### src/rtl/countdown_timer_16bit.sv
// countdown_timer_16bit: prescaled 16-bit down-counter with terminal-count pulse and optional auto-reload
module countdown_timer_16bit #(
  parameter int WIDTH = 16,
  parameter int PRE_W = 8
) (
  input  logic             clk,
  input  logic             reset,
  input  logic             enable,
  input  logic             load,
  input  logic [WIDTH-1:0] load_value,
  input  logic             auto_reload,
  input  logic [PRE_W-1:0] prescale,
  output logic [WIDTH-1:0] count,
  output logic             tc,
  output logic             running,
  output logic             done
);
  typedef enum logic [1:0] {IDLE, RUN, EXPIRED} state_t;
  state_t state, state_n;
  logic [WIDTH-1:0] count_n, reload_reg, reload_n;
  logic [PRE_W-1:0] pre_cnt, pre_n;
  logic tc_n;
  logic tick;
  assign tick = state == RUN && enable && pre_cnt == prescale;
  always_ff @(posedge clk) begin
    if (reset) begin
      state <= IDLE;
      count <= '0;
      reload_reg <= '0;
      pre_cnt <= '0;
      tc <= 1'b0;
    end else begin
      state <= state_n;
      count <= count_n;
      reload_reg <= reload_n;
      pre_cnt <= pre_n;
      tc <= tc_n;
    end
  end
  always_comb begin
    state_n = state;
    count_n = count;
    reload_n = reload_reg;
    pre_n = pre_cnt;
    tc_n = 1'b0;
    if (load) begin
      count_n = load_value;
      reload_n = load_value;
      pre_n = '0;
      state_n = load_value != '0 ? RUN : EXPIRED;
    end else if (state == RUN && enable) begin
      pre_n = tick ? '0 : pre_cnt + PRE_W'(1);
      if (tick && count > WIDTH'(1)) count_n = count - WIDTH'(1);
      else if (tick) begin
        // expiry: reload in the same edge so the period has no extra cycle
        tc_n = 1'b1;
        count_n = auto_reload ? reload_reg : '0;
        state_n = auto_reload ? RUN : EXPIRED;
      end
    end
  end
  assign running = state == RUN;
  assign done = state == EXPIRED;
endmodule

### config.mk
export PLATFORM = sky130hd
export DESIGN_NAME = countdown_timer_16bit
export DESIGN_NICKNAME = d
export VERILOG_FILES = /design/src/rtl/countdown_timer_16bit.sv
export SDC_FILE = /design/constraint.sdc
export NUM_CORES = 1
export LEC_CHECK = 0
export ABC_AREA = 1
export BUFFER_PORTS_ARGS = -buffer_cell sky130_fd_sc_hd__buf_2
export CAP_MARGIN = 30
export CELL_PAD_IN_SITES_DETAIL_PLACEMENT = 2
export CELL_PAD_IN_SITES_GLOBAL_PLACEMENT = 2
export CORE_UTILIZATION = 32
export CTS_BUF_LIST = sky130_fd_sc_hd__clkbuf_16
export CTS_CLUSTER_DIAMETER = 30
export DETAILED_ROUTE_END_ITERATION = 8
export PLACE_DENSITY_LB_ADDON = 0.25
export SYNTH_ARGS = -nofsm -noshare
export SYNTH_HDL_FRONTEND = slang
export SYNTH_SLANG_ARGS = --single-unit
### constraint.sdc
create_clock -name clk -period 4.95 [get_ports clk]
set_clock_uncertainty 0.1 [all_clocks]
set_input_delay 1.2375 -clock clk [delete_from_list [all_inputs] [get_ports clk]]
set_output_delay 1.2375 -clock clk [all_outputs]
set_load 0.005 [all_outputs]
==> flow_summary.ini <==
[worst_setup_path]
critical_path.cell_chain = buf_2 > clkinv_1 > buf_4 > nand2_2 > nor2_1 > nand2_1 > nand2_1 > nand2_1 > nand2_1
worstReg2RegEnd = count[3]
worst-path-buf-inv = 3
worstSetupPathType = input pin to register
rrSetupSlack_ns = 2.47
cp_slowest_cell = clkinv_1
cp.arrival_ns = 2.78
cp.required_ns = 5.04
rr_worst_depth = 12
endpoint = count[3]
worst-path-max-fanout = 27
crit_family = buffers and inverters
crit_path_end_kind = register
crit_cells = 9
crit_path_start = load
r2r_start = count[0]
slowest_delay_ns = 0.37
cp_common_cell = nand2_1
critPathLaunchType = input pin

[sta]
post-route-min-period_ns = 2.684
finalCritPeriodShare_pct = 54.23
relSlewSlack_pct = 54.83
timing.hold.ws_ns = 0.3681
setup_violations = 0
tns_ns = 0
rsz0062_at_grt = false
max_freq_mhz = 372.5
tightest_slew_ns = 0.6776
hold_violations = 0
maxSlewViolCount = 0

[synthesis]
ys_ff_latch = 43
synth_adder_area_share_pct = 1.386
synth.avg_cell_area_um2 = 6.168
yosysWarnings = 0
synth_xor_xnor_area_share_pct = 3.235
yosys.area_share.simple_pct = 45.52
syn_inst = 439
synth_top_family_by_area = simple AND/OR/NAND/NOR gates
synth_cell_types = 31
synth_area_um2 = 2708
syn_nets = 471
synth-compound-area-share_pct = 8.595
synth.mux.area_fraction_pct = 0
synth-seq-area-share_pct = 31.79

[die]
rows = 33
die_h_um = 93.99
core_area_um2 = 8217
die_w_um = 93.99
io_pins = 48
die-area_um2 = 8833
start_util_pct = 32.95

[cts]
cts.htree.levels = 2
cts-root-buf = clkbuf_16
clk_path_buf_depth = 2
ctsHoldBuffers = 0
post_cts_buffers = 0
cts_resized = 0
path_clk_slew_ns = 0.07
cts_tree = yes
cts-buffers-inserted = 5
clk_latency_ns = 0.29
cts.sinks = 43

[cells_and_area]
final_nets = 513
area_growth_syn_to_layout_pct = 17.14
final_common_cell = nand2_1
layout_common_cells = nand2_1 (145), inv_1 (47), buf_2 (47)
antennaDiodeCount = 0
layout-drive-gt1-share_pct = 16.42
final_util_pct = 38.60

[routing]
dr.pass1.iters = 4
wl_um = 10230
vias = 3054
antenna_left = 0
first_iter_violations = 170
wl_per_cell_um = 17.46
drc = 0
vias_per_cell = 5.212

[status]
status = finished, final reports clean

[place]
dp_hpwl_um = 7546
port_buffers = 47
routabilityCongestion = 0.7906

[grt]
grt_pass1_vias = 3208
grt_start_max_net_pins = 31
gr-total-overflow = 0
grt_first_pass_wirelength_um = 16700
antenna_found_initial = 0
grt_usage_pct = 24.99

[job]
cap_violations = 0

[worst_hold_path]
min_path_type = register to register

[pwr]
peakVddDrop_mv = 0.1220
p_leak_uw = 0.001548
cellPowerDensity_nw_per_um2 = 285.9
==> layer usage <==
layer  track usage, %  vias up  part of all wire (%)
met5                0        -                     0
met4            5.769        0                   1.4
met3            3.560       14                   4.1
met2            41.42       61                    47
met1            34.04     1500                    48
li1                 -     1479                     -
==> worst min path at each step <==
| stage | startpoint | end | slack [ns] | depth (start not counted) |
|---|---|---|---|---|
| floorplan | reload_reg[0] | reload_reg[0] | 0.34 | 2 |
| global placement | reload_reg[11] | reload_reg[11] | 0.35 | 2 |
| detailed placement | reload_reg[14] | reload_reg[14] | 0.36 | 2 |
| CTS | reload_reg[0] | reload_reg[0] | 0.37 | 2 |
| global route | reload_reg[9] | reload_reg[9] | 0.40 | 2 |
| finish | reload_reg[15] | reload_reg[15] | 0.37 | 2 |
==> worst reg2reg max path: cells and delay by family, from the launching register on <==
family | cells | cell delay (ns)
AOI/OAI and AO/OA | 1 | 0.11
and+or+nand+nor | 8 | 1.06
buffers and inverters | 2 | 0.29
adders and majority gates | 1 | 0.30
DFF | 1 | 0.51
==> Yosys cell counts (all sizes together) <==
cell / n / area [µm²]
nand2: 156 / 618.1
nor2: 52 / 230.2
inv: 49 / 183.9
nand3: 47 / 250.2
dfxtp: 43 / 860.8
a21oi: 34 / 173.9
nand4: 10 / 62.56
nor3: 8 / 51.30
clkbuf: 7 / 26.28
xor2: 7 / 61.31
buf: 6 / 42.54
o21ai: 6 / 30.03
ha: 3 / 37.54
xnor2: 3 / 26.28
nor4: 2 / 12.51
o31ai: 2 / 15.01
a211oi: 1 / 7.510
clkinv: 1 / 3.750
nor3b: 1 / 7.510
o22ai: 1 / 6.260
==> cells by family (layout without fill, tap and decap cells) <==
kind of cell | count (synthesis) | after routing
AND/OR/NAND/NOR | 276 | 276
buffers and inverters | 63 | 105
AO/OA/AOI/OAI | 44 | 44
flip-flops | 43 | 43
XOR/XNOR | 10 | 10
adder cells (fa/ha/maj) | 3 | 3
==> where the power goes <==
part           switching [µW]  internal (µW)
Combinational            99.8           51.3
Clock                     142            234
Sequential               18.6            362
Total                     260            647
==> final cells by class <==
| cell class | count | area [µm²] |
|---|---|---|
| clock buffer | 5 | 125.1 |
| inverter | 50 | 187.7 |
| tap | 105 | 131.4 |
| clock inverter | 2 | 33.78 |
| timing repair buffer | 48 | 242.7 |
| multi-input combinational | 333 | 1590 |
| sequential | 43 | 860.8 |
| fill | 1036 | 5045 |
==> through the flow <==
stage          instances  total power [µW]  area (µm²)  setup WS, ns
2_1_floorplan        439             478.7        2708         2.564
3_3_place_gp         579             529.9        3013         2.056
3_5_place_dp         579             536.8        3013         2.001
4_1_cts              586             913.8        3172         2.238
5_1_grt              586             951.3        3172         2.130
6_report             586             906.8        3172         2.266
Note: power is estimated with default switching activity, not from simulation.
